`src/rtl/vanilla_longop_scoreboard_if.sv`:
```
//------------------------------------------------------------------------------
// Module  : vanilla_longop_scoreboard_if
// Brief   : Decode/writeback/status bundle for the long-op issue scoreboard.
// Revision: 1.0
//------------------------------------------------------------------------------
`default_nettype none

interface vanilla_longop_scoreboard_if #(
  parameter int max_out_p = 16
);
  localparam int cnt_width_lp = $clog2(max_out_p + 1);

  logic                    id_v_i;
  logic [4:0]              id_rs1_i;
  logic [4:0]              id_rs2_i;
  logic [4:0]              id_rs3_i;
  logic [4:0]              id_rd_i;
  logic                    read_rs1_i;
  logic                    read_rs2_i;
  logic                    read_frs1_i;
  logic                    read_frs2_i;
  logic                    read_frs3_i;
  logic                    write_rd_i;
  logic                    write_frd_i;
  logic                    is_remote_i;
  logic                    is_idiv_i;
  logic                    is_fdiv_i;
  logic                    int_clr_v_i;
  logic [4:0]              int_clr_id_i;
  logic                    fp_clr_v_i;
  logic [4:0]              fp_clr_id_i;
  logic                    remote_done_i;
  logic                    idiv_done_i;
  logic                    fdiv_done_i;
  logic                    stall_o;
  logic [31:0]             int_sb_o;
  logic [31:0]             fp_sb_o;
  logic [cnt_width_lp-1:0] out_cnt_o;
  logic                    err_o;

  modport master (
    output id_v_i, id_rs1_i, id_rs2_i, id_rs3_i, id_rd_i,
           read_rs1_i, read_rs2_i, read_frs1_i, read_frs2_i, read_frs3_i,
           write_rd_i, write_frd_i, is_remote_i, is_idiv_i, is_fdiv_i,
           int_clr_v_i, int_clr_id_i, fp_clr_v_i, fp_clr_id_i,
           remote_done_i, idiv_done_i, fdiv_done_i,
    input  stall_o, int_sb_o, fp_sb_o, out_cnt_o, err_o
  );

  modport slave (
    input  id_v_i, id_rs1_i, id_rs2_i, id_rs3_i, id_rd_i,
           read_rs1_i, read_rs2_i, read_frs1_i, read_frs2_i, read_frs3_i,
           write_rd_i, write_frd_i, is_remote_i, is_idiv_i, is_fdiv_i,
           int_clr_v_i, int_clr_id_i, fp_clr_v_i, fp_clr_id_i,
           remote_done_i, idiv_done_i, fdiv_done_i,
    output stall_o, int_sb_o, fp_sb_o, out_cnt_o, err_o
  );
endinterface

`default_nettype wire

```
`src/rtl/vanilla_longop_scoreboard.sv`:
```
//------------------------------------------------------------------------------
// Module  : vanilla_longop_scoreboard
// Brief   : Gates decode->execute issue on pending long-latency destinations,
//           busy divide units and remote-op credits.
// Revision: 1.0
//------------------------------------------------------------------------------
`default_nettype none

module vanilla_longop_scoreboard #(
  parameter int max_out_p = 16
) (
  input  wire                              clk_i,
  input  wire                              reset_n_i,
  vanilla_longop_scoreboard_if.slave       sb_if
);
  localparam int cnt_width_lp = $clog2(max_out_p + 1);
  localparam logic [cnt_width_lp-1:0] c_max_cnt = cnt_width_lp'(max_out_p);
  localparam logic [cnt_width_lp-1:0] c_one     = cnt_width_lp'(1);

  logic [31:0]             r_int_sb, r_fp_sb;
  logic [cnt_width_lp-1:0] r_out_cnt;
  logic                    r_idiv_busy, r_fdiv_busy, r_err;

  logic [31:0]             w_int_clr_mask, w_fp_clr_mask;
  logic [31:0]             w_eff_int, w_eff_fp;
  logic [31:0]             w_int_set_mask, w_fp_set_mask;
  logic                    w_raw, w_waw, w_idiv_stall, w_fdiv_stall, w_cred_stall;
  logic                    w_stall, w_issue, w_is_long, w_int_dst;
  logic                    w_inc, w_dec, w_err_evt;
  logic [cnt_width_lp-1:0] w_out_cnt_n;

  always_comb begin
    w_int_clr_mask = sb_if.int_clr_v_i ? (32'd1 << sb_if.int_clr_id_i) : 32'd0;
    w_fp_clr_mask  = sb_if.fp_clr_v_i  ? (32'd1 << sb_if.fp_clr_id_i)  : 32'd0;
    // Writebacks bypass into the hazard check so dependents issue in the clear cycle.
    w_eff_int = r_int_sb & ~w_int_clr_mask;
    w_eff_fp  = r_fp_sb  & ~w_fp_clr_mask;

    w_raw = (sb_if.read_rs1_i  & w_eff_int[sb_if.id_rs1_i])
          | (sb_if.read_rs2_i  & w_eff_int[sb_if.id_rs2_i])
          | (sb_if.read_frs1_i & w_eff_fp[sb_if.id_rs1_i])
          | (sb_if.read_frs2_i & w_eff_fp[sb_if.id_rs2_i])
          | (sb_if.read_frs3_i & w_eff_fp[sb_if.id_rs3_i]);
    w_waw = (sb_if.write_rd_i  & w_eff_int[sb_if.id_rd_i])
          | (sb_if.write_frd_i & w_eff_fp[sb_if.id_rd_i]);

    w_idiv_stall = sb_if.is_idiv_i & r_idiv_busy & ~sb_if.idiv_done_i;
    w_fdiv_stall = sb_if.is_fdiv_i & r_fdiv_busy & ~sb_if.fdiv_done_i;
    w_cred_stall = sb_if.is_remote_i & (r_out_cnt == c_max_cnt);

    w_stall = sb_if.id_v_i & (w_raw | w_waw | w_idiv_stall | w_fdiv_stall | w_cred_stall);
    w_issue = sb_if.id_v_i & ~w_stall;

    w_is_long = sb_if.is_remote_i | sb_if.is_idiv_i | sb_if.is_fdiv_i;
    w_int_dst = sb_if.write_rd_i & (sb_if.id_rd_i != 5'd0);
    w_int_set_mask = (w_issue & w_is_long & w_int_dst)
                   ? (32'd1 << sb_if.id_rd_i) : 32'd0;
    w_fp_set_mask  = (w_issue & w_is_long & ~w_int_dst & sb_if.write_frd_i)
                   ? (32'd1 << sb_if.id_rd_i) : 32'd0;

    w_inc = w_issue & sb_if.is_remote_i;
    w_dec = sb_if.remote_done_i & (r_out_cnt != '0);
    w_out_cnt_n = r_out_cnt;
    if (w_inc && !w_dec) begin
      w_out_cnt_n = r_out_cnt + c_one;
    end else if (!w_inc && w_dec) begin
      w_out_cnt_n = r_out_cnt - c_one;
    end

    w_err_evt = (sb_if.int_clr_v_i & ~r_int_sb[sb_if.int_clr_id_i])
              | (sb_if.fp_clr_v_i  & ~r_fp_sb[sb_if.fp_clr_id_i])
              | (sb_if.remote_done_i & (r_out_cnt == '0))
              | (sb_if.idiv_done_i & ~r_idiv_busy)
              | (sb_if.fdiv_done_i & ~r_fdiv_busy);
  end

  always_ff @(posedge clk_i or negedge reset_n_i) begin
    if (!reset_n_i) begin
      r_int_sb    <= 32'd0;
      r_fp_sb     <= 32'd0;
      r_out_cnt   <= '0;
      r_idiv_busy <= 1'b0;
      r_fdiv_busy <= 1'b0;
      r_err       <= 1'b0;
    end else begin
      // Issue sets are OR-ed after clears so a same-register set wins.
      r_int_sb    <= (r_int_sb & ~w_int_clr_mask) | w_int_set_mask;
      r_fp_sb     <= (r_fp_sb  & ~w_fp_clr_mask)  | w_fp_set_mask;
      r_out_cnt   <= w_out_cnt_n;
      r_idiv_busy <= (w_issue & sb_if.is_idiv_i) ? 1'b1
                   : (sb_if.idiv_done_i ? 1'b0 : r_idiv_busy);
      r_fdiv_busy <= (w_issue & sb_if.is_fdiv_i) ? 1'b1
                   : (sb_if.fdiv_done_i ? 1'b0 : r_fdiv_busy);
      r_err       <= r_err | w_err_evt;
    end
  end

  assign sb_if.stall_o   = w_stall;
  assign sb_if.int_sb_o  = r_int_sb;
  assign sb_if.fp_sb_o   = r_fp_sb;
  assign sb_if.out_cnt_o = r_out_cnt;
  assign sb_if.err_o     = r_err;

endmodule

`default_nettype wire

```
`src/flat_wrapper.sv`:
```
// flat-port wrapper written by rule: the top's interface ports become plain ports
module vanilla_longop_scoreboard_flat 
#(
  parameter int max_out_p = 16
)
  (clk_i, reset_n_i, sb_if_id_v_i, sb_if_id_rs1_i, sb_if_id_rs2_i, sb_if_id_rs3_i, sb_if_id_rd_i, sb_if_read_rs1_i, sb_if_read_rs2_i, sb_if_read_frs1_i, sb_if_read_frs2_i, sb_if_read_frs3_i, sb_if_write_rd_i, sb_if_write_frd_i, sb_if_is_remote_i, sb_if_is_idiv_i, sb_if_is_fdiv_i, sb_if_int_clr_v_i, sb_if_int_clr_id_i, sb_if_fp_clr_v_i, sb_if_fp_clr_id_i, sb_if_remote_done_i, sb_if_idiv_done_i, sb_if_fdiv_done_i, sb_if_stall_o, sb_if_int_sb_o, sb_if_fp_sb_o, sb_if_out_cnt_o, sb_if_err_o);
  vanilla_longop_scoreboard_if #(.max_out_p(max_out_p)) sb_if_i ();
  input  wire clk_i;
  input  wire reset_n_i;
  input wire logic [$bits(sb_if_i.id_v_i)-1:0] sb_if_id_v_i;
  input wire logic [$bits(sb_if_i.id_rs1_i)-1:0] sb_if_id_rs1_i;
  input wire logic [$bits(sb_if_i.id_rs2_i)-1:0] sb_if_id_rs2_i;
  input wire logic [$bits(sb_if_i.id_rs3_i)-1:0] sb_if_id_rs3_i;
  input wire logic [$bits(sb_if_i.id_rd_i)-1:0] sb_if_id_rd_i;
  input wire logic [$bits(sb_if_i.read_rs1_i)-1:0] sb_if_read_rs1_i;
  input wire logic [$bits(sb_if_i.read_rs2_i)-1:0] sb_if_read_rs2_i;
  input wire logic [$bits(sb_if_i.read_frs1_i)-1:0] sb_if_read_frs1_i;
  input wire logic [$bits(sb_if_i.read_frs2_i)-1:0] sb_if_read_frs2_i;
  input wire logic [$bits(sb_if_i.read_frs3_i)-1:0] sb_if_read_frs3_i;
  input wire logic [$bits(sb_if_i.write_rd_i)-1:0] sb_if_write_rd_i;
  input wire logic [$bits(sb_if_i.write_frd_i)-1:0] sb_if_write_frd_i;
  input wire logic [$bits(sb_if_i.is_remote_i)-1:0] sb_if_is_remote_i;
  input wire logic [$bits(sb_if_i.is_idiv_i)-1:0] sb_if_is_idiv_i;
  input wire logic [$bits(sb_if_i.is_fdiv_i)-1:0] sb_if_is_fdiv_i;
  input wire logic [$bits(sb_if_i.int_clr_v_i)-1:0] sb_if_int_clr_v_i;
  input wire logic [$bits(sb_if_i.int_clr_id_i)-1:0] sb_if_int_clr_id_i;
  input wire logic [$bits(sb_if_i.fp_clr_v_i)-1:0] sb_if_fp_clr_v_i;
  input wire logic [$bits(sb_if_i.fp_clr_id_i)-1:0] sb_if_fp_clr_id_i;
  input wire logic [$bits(sb_if_i.remote_done_i)-1:0] sb_if_remote_done_i;
  input wire logic [$bits(sb_if_i.idiv_done_i)-1:0] sb_if_idiv_done_i;
  input wire logic [$bits(sb_if_i.fdiv_done_i)-1:0] sb_if_fdiv_done_i;
  output wire logic [$bits(sb_if_i.stall_o)-1:0] sb_if_stall_o;
  output wire logic [$bits(sb_if_i.int_sb_o)-1:0] sb_if_int_sb_o;
  output wire logic [$bits(sb_if_i.fp_sb_o)-1:0] sb_if_fp_sb_o;
  output wire logic [$bits(sb_if_i.out_cnt_o)-1:0] sb_if_out_cnt_o;
  output wire logic [$bits(sb_if_i.err_o)-1:0] sb_if_err_o;
  assign sb_if_i.id_v_i = sb_if_id_v_i;
  assign sb_if_i.id_rs1_i = sb_if_id_rs1_i;
  assign sb_if_i.id_rs2_i = sb_if_id_rs2_i;
  assign sb_if_i.id_rs3_i = sb_if_id_rs3_i;
  assign sb_if_i.id_rd_i = sb_if_id_rd_i;
  assign sb_if_i.read_rs1_i = sb_if_read_rs1_i;
  assign sb_if_i.read_rs2_i = sb_if_read_rs2_i;
  assign sb_if_i.read_frs1_i = sb_if_read_frs1_i;
  assign sb_if_i.read_frs2_i = sb_if_read_frs2_i;
  assign sb_if_i.read_frs3_i = sb_if_read_frs3_i;
  assign sb_if_i.write_rd_i = sb_if_write_rd_i;
  assign sb_if_i.write_frd_i = sb_if_write_frd_i;
  assign sb_if_i.is_remote_i = sb_if_is_remote_i;
  assign sb_if_i.is_idiv_i = sb_if_is_idiv_i;
  assign sb_if_i.is_fdiv_i = sb_if_is_fdiv_i;
  assign sb_if_i.int_clr_v_i = sb_if_int_clr_v_i;
  assign sb_if_i.int_clr_id_i = sb_if_int_clr_id_i;
  assign sb_if_i.fp_clr_v_i = sb_if_fp_clr_v_i;
  assign sb_if_i.fp_clr_id_i = sb_if_fp_clr_id_i;
  assign sb_if_i.remote_done_i = sb_if_remote_done_i;
  assign sb_if_i.idiv_done_i = sb_if_idiv_done_i;
  assign sb_if_i.fdiv_done_i = sb_if_fdiv_done_i;
  assign sb_if_stall_o = sb_if_i.stall_o;
  assign sb_if_int_sb_o = sb_if_i.int_sb_o;
  assign sb_if_fp_sb_o = sb_if_i.fp_sb_o;
  assign sb_if_out_cnt_o = sb_if_i.out_cnt_o;
  assign sb_if_err_o = sb_if_i.err_o;
  vanilla_longop_scoreboard #(.max_out_p(max_out_p)) u_core (.clk_i(clk_i), .reset_n_i(reset_n_i), .sb_if(sb_if_i));
endmodule
```
`config.mk`:
```
export PLATFORM = sky130hd
export DESIGN_NAME = vanilla_longop_scoreboard_flat
export DESIGN_NICKNAME = d
export VERILOG_FILES = /design/src/rtl/vanilla_longop_scoreboard_if.sv /design/src/rtl/vanilla_longop_scoreboard.sv /design/src/flat_wrapper.sv
export SDC_FILE = /design/constraint.sdc
export NUM_CORES = 1
export LEC_CHECK = 0
export CORE_MARGIN = 2
export CORE_UTILIZATION = 30
export CTS_BUF_LIST = sky130_fd_sc_hd__clkbuf_8
export DETAILED_ROUTE_END_ITERATION = 8
export GPL_TIMING_DRIVEN = 0
export PLACE_DENSITY = 0.5
export SETUP_SLACK_MARGIN = 0.5
export SLEW_MARGIN = 20
export SYNTH_ARGS = -nofsm -noshare
export SYNTH_HDL_FRONTEND = slang
export SYNTH_SLANG_ARGS = --single-unit
```
`constraint.sdc`:
```
create_clock -name clk_i -period 6.3 [get_ports clk_i]
set_clock_uncertainty 0.2 [all_clocks]
set_input_delay 0.63 -clock clk_i [delete_from_list [all_inputs] [get_ports clk_i]]
set_output_delay 0.63 -clock clk_i [all_outputs]
set_load 0.005 [all_outputs]
```
==> flow_metrics.py, run 1 <==
metrics = {
    "final_layout": {
        "layout.nets": 1011,
        "layout_common_cells": "clkdlybuf4s50_1 (101), o21ai_0 (84), dfrtp_1 (72)",
        "mostFrequentLayoutCell": "clkdlybuf4s50_1",
        "num_antenna_cells": 0,
        "syn2layout_area_growth_pct": 23.7,
        "finalNonFillerCells": 1287,
        "drive_gt1_share_pct": 13.7,
        "fillers": 2522,
        "fin_util_pct": 37.5,
    },
    "worst_setup_path": {
        "cp_max_fo": 10,
        "max_stage_delay_ns": 0.79,
        "reg2reg_depth": 18,
        "cp.depth": 20,
        "start_kind": "input port",
        "required_ns": 6.37,
        "critPathKind": "in2reg",
        "crit_buf_inv": 5,
        "cp_slowest_cell": "o21ai_0",
        "critPathArrivalTime_ns": 5.74,
        "crit_chain": "clkdlybuf4s50_1 -> buf_2 -> nand4b_1 -> o21ai_0 -> mux4_2 -> nor4_1 -> nor4_1 -> and4_1 -> nand4_2 -> buf_6 -> buf_2 -> nor3_1 -> ha_1 -> inv_1 -> fa_1 -> a21o_1 -> a21oi_1 -> xnor2_1 -> nor2_1 -> xor2_1",
        "endpoint_kind": "flip-flop",
        "path_delay_family": "simple AND/OR/NAND/NOR gates",
    },
    "timing": {
        "whs_ns": 0.322,
        "period_needed_ns": 5.66,
        "rsz0062_at_grt": "true",
        "post-route-period-util_pct": 89.9,
        "fin_tns_setup_ns": 0,
        "final.setup.worst_slack_ns": 0.638,
        "final_max_slew_viol_count": 0,
        "max_freq_mhz": 177,
        "setup_viol": 0,
        "hold_viol": 0,
        "worstMarginPinSlew_ns": 0.908,
        "slew_headroom_pct": 38.8,
    },
    "route": {
        "ant_nets": 0,
        "first_iter_violations": 1224,
        "dr.pass1.iters": 6,
        "wl_um": 36200,
        "vias": 8289,
        "vias_per_cell": 6.44,
        "wl_per_cell_um": 28.1,
        "drc_errors": 0,
    },
    "clock_tree": {
        "numCtsBuffers": 9,
        "cts_tree": "built",
        "clock_path_buffers": 2,
        "clk_pin_slew_ns": 0.09,
        "clkSinkCount": 72,
        "cts_root_buf": "clkbuf_8",
        "cts.htree.levels": 3,
        "insertion_delay_ns": 0.38,
    },
    "grt": {
        "met1_usage_pct": 39.9,
        "grt_overflow_total": 0,
        "grt_max_degree": 43,
        "grtUsageMet3_pct": 4.78,
        "grt_pass1_wl_um": 53200,
        "met2_usage_pct": 43.5,
        "antenna_found_initial": 0,
        "grt-busiest-layer": "met2",
        "grt_usage_pct": 27.8,
        "grt_pass1_vias": 7889,
    },
    "pwr": {
        "ir_drop_mv": 0.126,
        "powerDensity_nw_per_um2": 203,
        "power.internal_mw": 1.12,
        "swShare_pct": 38.9,
        "p_seq_share_pct": 34.7,
        "p_sw_mw": 0.712,
        "power.share.clock_pct": 25.7,
        "p_comb_share_pct": 39.6,
        "leakage_nw": 3.20,
    },
    "yosys": {
        "synth_area_leader_cell": "dfrtp_1",
        "yosys.area.top_type_share_pct": 24.8,
        "ys_top_cells_by_area": "dfrtp_1 (25%), mux4_2 (9.0%), mux2i_1 (6.3%), o21ai_0 (5.8%), nand3_1 (3.4%)",
        "syn-cell-area_um2": 7280,
        "ys_ff_latch": 72,
        "yosysWarningCount": 0,
        "syn_area_per_cell_um2": 8.64,
        "syn_inst": 843,
        "synthArstFlopShare_pct": 100,
        "synthFlopType": "dfrtp_1",
        "synth-edff-count": 0,
        "syn-num-nets": 896,
        "ys_seq_area_share_pct": 24.8,
        "synth_cell_type_count": 86,
    },
    "placed_design": {
        "post-place-ws_ns": 0.301,
        "numPortBuffers": 102,
        "dp_cells": 1270,
        "place_hpwl_um": 27700,
        "place_congestion": 1.02,
    },
    "outcome": {
        "status": "finished clean",
    },
    "die": {
        "core_area_um2": 24000,
        "die_w_um": 160,
        "rows": 57,
        "start_util_pct": 30.3,
        "num_io_pins": 119,
        "dieHeight_um": 160,
        "fp.dieArea_um2": 25500,
    },
    "min_path": {
        "holdCritPathClass": "reg2reg",
        "worstHoldPathCells": 1,
    },
    "job": {
        "drv_cap": 0,
    },
}
power groups by stage:
stage	logic [mW]	clock network, mW	registers, mW
after floorplan	0.395	0	0.601
after global placement	0.704	0	0.644
after detailed placement	0.708	0	0.642
after CTS	0.711	0.471	0.633
after global routing	0.773	0.494	0.646
final	0.724	0.470	0.635
final timing paths:
kind / startpoint / slack [ns] / end
min in group asynchronous: reset_n_i / 0.51 / u_core.sb_if.out_cnt_o[0]
worst min register to register: u_core.r_fdiv_busy / 0.32 / u_core.r_fdiv_busy
worst max register to register: u_core.sb_if.int_sb_o[13] / 1.79 / u_core.sb_if.out_cnt_o[4]
worst max-delay path: sb_if_fp_clr_id_i[2] / 0.64 / u_core.sb_if.out_cnt_o[4]
max in group asynchronous: reset_n_i / 4.79 / u_core.sb_if.fp_sb_o[14]
worst min-delay path: u_core.r_fdiv_busy / 0.32 / u_core.r_fdiv_busy
per-stage QoR:
| stage | power [mW] | instance area, um2 |
|---|---|---|
| 6_report | 1.83 | 9000 |
| 5_1_grt | 1.91 | 9000 |
| 4_1_cts | 1.81 | 8990 |
| 3_5_place_dp | 1.35 | 8740 |
| 3_3_place_gp | 1.35 | 8710 |
| 2_1_floorplan | 0.996 | 7280 |
flip-flops by register name, summed over array words and instances (netlist names):
name	count
u_core.sb_if.fp_sb_o	32
u_core.sb_if.int_sb_o	32
u_core.sb_if.out_cnt_o	5
u_core.r_fdiv_busy	1
u_core.r_idiv_busy	1
u_core.sb_if.err_o	1
cell type report:
type | count | area, um2 | area share, %
multi-input cells | 676 | 5050 | 56.1
inverters | 19 | 71.3 | 0.792
repair buffers | 104 | 1060 | 11.7
flip-flops and latches | 72 | 1800 | 20.0
clock buffers | 9 | 124 | 1.38
plain buffers | 76 | 378 | 4.20
clock inverters | 7 | 120 | 1.33
well taps | 324 | 405 | 4.50
synthesized netlist by cell type, drive strengths merged (14+ instances only):
cell	instances
mux2i	46
nand2	43
mux2	22
clkbuf	33
a21oi	16
nor3	21
o22ai	14
nand3	50
nand2b	15
inv	18
nor2	44
dfrtp	72
buf	43
mux4	29
o211ai	31
o21ai	131
nand4	36
what timing repair did:
item / in CTS / in global routing
resized for setup: 0 / 2
endpoints found under the setup margin: 0 / 2
hold endpoints to repair: 10 / 0
setup buffers: 0 / 0
hold buffers: 1 / 0
cells by family after synthesis:
logic type | after synthesis | share of synthesized area, %
flip-flops | 72 | 24.8
AND/OR/NAND/NOR | 266 | 20.5
AO/OA/AOI/OAI | 294 | 26.9
multiplexers | 97 | 18.8
XOR/XNOR | 14 | 1.94
buffers and inverters | 95 | 6.17
adder cells (fa/ha/maj) | 5 | 0.963
per-layer routing:
| layer | vias to the layer above | part of all wire [%] |
|---|---|---|
| li1 | 3564 | - |
| met4 | 0 | 2.4 |
| met3 | 63 | 9.5 |
| met2 | 506 | 45 |
| met1 | 4156 | 43 |
| met5 | - | 0 |
No activity file was read; power rests on OpenSTA's default activity.
==> inputs of run 2 (changes only) <==
- CORE_MARGIN: 2 -> not set
- clock period: 6.3 -> 6.6 ns (I/O delays scaled with it)
==> run 2 against run 1 <==
Against the previous run:
- via count up 0.83%
- combinational power fell by 3.6%
- sequential power fell by 4.6%
- sequential share of layout area grew 0.19 points
- largest power group unchanged
- final cell count decreased by 0.62%
- power decreased by 9.8%
- worst hold slack worse by 0.29 ns
- sequential cell count is the same
==> flow_metrics.py, run 2 (same netlist as run 1, synthesis figures left out) <==
metrics = {
    "worst_setup_path": {
        "critPathArrivalTime_ns": 5.91,
        "cp_slowest_cell": "o21ai_0",
        "endpoint_kind": "flip-flop",
        "path_delay_family": "simple AND/OR/NAND/NOR gates",
        "max_stage_delay_ns": 0.94,
        "cp_max_fo": 10,
        "rrSetupSlack_ns": 2.03,
        "crit_chain": "clkdlybuf4s50_1 -> buf_2 -> nand4b_1 -> o21ai_0 -> mux4_2 -> nor4_1 -> nor4_1 -> and4_1 -> nand4_2 -> buf_6 -> buf_2 -> nor3_1 -> ha_1 -> inv_1 -> fa_1 -> a21o_1 -> a21oi_1 -> xnor2_1 -> nor2_1 -> xor2_1",
        "critPathKind": "in2reg",
        "start_kind": "input port",
        "crit_buf_inv": 5,
        "required_ns": 6.66,
    },
    "clock_tree": {
        "clock_path_buffers": 2,
        "ctsHoldBuffers": 0,
        "clk_pin_slew_ns": 0.08,
        "insertion_delay_ns": 0.38,
        "numCtsBuffers": 9,
        "cts_resized": 0,
        "post_cts_buffers": 0,
        "cts.htree.levels": 3,
        "cts_tree": "built",
        "cts_root_buf": "clkbuf_8",
        "clkSinkCount": 72,
    },
    "timing": {
        "max_freq_mhz": 171,
        "worstMarginPinSlew_ns": 1.14,
        "slew_headroom_pct": 23.5,
        "rsz0062_at_grt": "false",
        "post-route-period-util_pct": 88.5,
        "fin_tns_setup_ns": 0,
        "final_max_slew_viol_count": 0,
        "hold_viol": 0,
        "final.setup.worst_slack_ns": 0.759,
        "period_needed_ns": 5.84,
        "whs_ns": 0.0291,
        "setup_viol": 0,
    },
    "die": {
        "fp.dieArea_um2": 24900,
        "num_io_pins": 119,
        "dieHeight_um": 158,
        "start_util_pct": 30.8,
        "die_w_um": 158,
        "core_area_um2": 23600,
        "rows": 56,
    },
    "route": {
        "ant_nets": 0,
        "vias_per_cell": 6.53,
        "first_iter_violations": 1199,
        "vias": 8358,
        "wl_per_cell_um": 28.7,
        "dr.pass1.iters": 6,
        "wl_um": 36700,
        "drc_errors": 0,
    },
    "min_path": {
        "holdCritPathClass": "in2async",
    },
    "grt": {
        "grt_pass1_vias": 7812,
        "grt_overflow_total": 0,
        "grt_usage_pct": 29.6,
        "antenna_found_initial": 0,
        "grt_pass1_wl_um": 53100,
        "grt_max_degree": 44,
    },
    "placed_design": {
        "post-place-ws_ns": 0.477,
        "numPortBuffers": 102,
        "dp_cells": 1265,
        "placed_area_um2": 8730,
        "place_congestion": 1.01,
        "place_hpwl_um": 28200,
    },
    "pwr": {
        "leakage_nw": 3.17,
        "p_comb_share_pct": 42.3,
        "ir_drop_mv": 0.0926,
        "p_sw_mw": 0.668,
        "power.internal_mw": 0.982,
        "swShare_pct": 40.5,
        "powerDensity_nw_per_um2": 185,
        "p_seq_share_pct": 36.7,
        "power.share.clock_pct": 21.0,
        "p_total_mw": 1.65,
    },
    "final_layout": {
        "layout_common_cells": "clkdlybuf4s50_1 (101), o21ai_0 (84), dfrtp_1 (72)",
        "fin_util_pct": 37.8,
        "multi_input_area_um2": 5040,
        "seq_area_um2": 1800,
        "syn2layout_area_growth_pct": 22.5,
        "drive_gt1_share_pct": 13.4,
        "fillers": 2476,
        "layout.nets": 1010,
        "mostFrequentLayoutCell": "clkdlybuf4s50_1",
        "finish.instance_area_um2": 8920,
        "finalNonFillerCells": 1279,
        "num_antenna_cells": 0,
    },
    "outcome": {
        "status": "finished clean",
    },
    "job": {
        "drv_cap": 0,
    },
}
## run 2: cell types whose count changed in the layout (fill, tap and decap cells not counted)
cell and change:
bufinv_16 -2, clkinv_4 -2, a2111oi_0 +1, a2111oi_1 -1, clkinv_2 +1, dlygate4sd3_1 -1
inv_1 +1
## run 2: per-layer routing
metal	vias to the layer above	share of wire (%)	GRT usage, %
li1	3559	-	-
met1	4182	43	41.2
met2	531	44	45.0
met3	86	9.7	5.97
met4	0	3.1	10.2
met5	-	0	0
## run 2: path summary, 6_finish.rpt
kind                                               start  cells after the start                   endpoint
worst max-delay path                sb_if_fp_clr_id_i[2]                     20  u_core.sb_if.out_cnt_o[4]
worst min-delay path                           reset_n_i                      1  u_core.sb_if.out_cnt_o[0]
worst max register to register  u_core.sb_if.fp_sb_o[26]                     17  u_core.sb_if.out_cnt_o[4]
worst min register to register        u_core.r_fdiv_busy                      1         u_core.r_fdiv_busy
max in group asynchronous                      reset_n_i                      2  u_core.sb_if.int_sb_o[15]
min in group clk_i                    u_core.r_fdiv_busy                      1         u_core.r_fdiv_busy
## run 2: power by group through the flow
stage | clock, mW | combinational [mW] | sequential (mW)
2_1_floorplan | 0 | 0.377 | 0.574
3_3_place_gp | 0 | 0.679 | 0.614
3_5_place_dp | 0 | 0.682 | 0.612
4_1_cts | 0.352 | 0.685 | 0.604
5_1_grt | 0.368 | 0.743 | 0.614
6_report | 0.347 | 0.698 | 0.606
## run 2: cell type report
| cell class | instances | area share [%] |
|---|---|---|
| Buffer | 76 | 4.24 |
| Inverter | 19 | 0.800 |
| Sequential cell | 72 | 20.2 |
| Multi-Input combinational cell | 676 | 56.6 |
| Tap cell | 319 | 4.48 |
| Clock inverter | 5 | 0.575 |
| Timing Repair Buffer | 103 | 11.7 |
| Clock buffer | 9 | 1.39 |
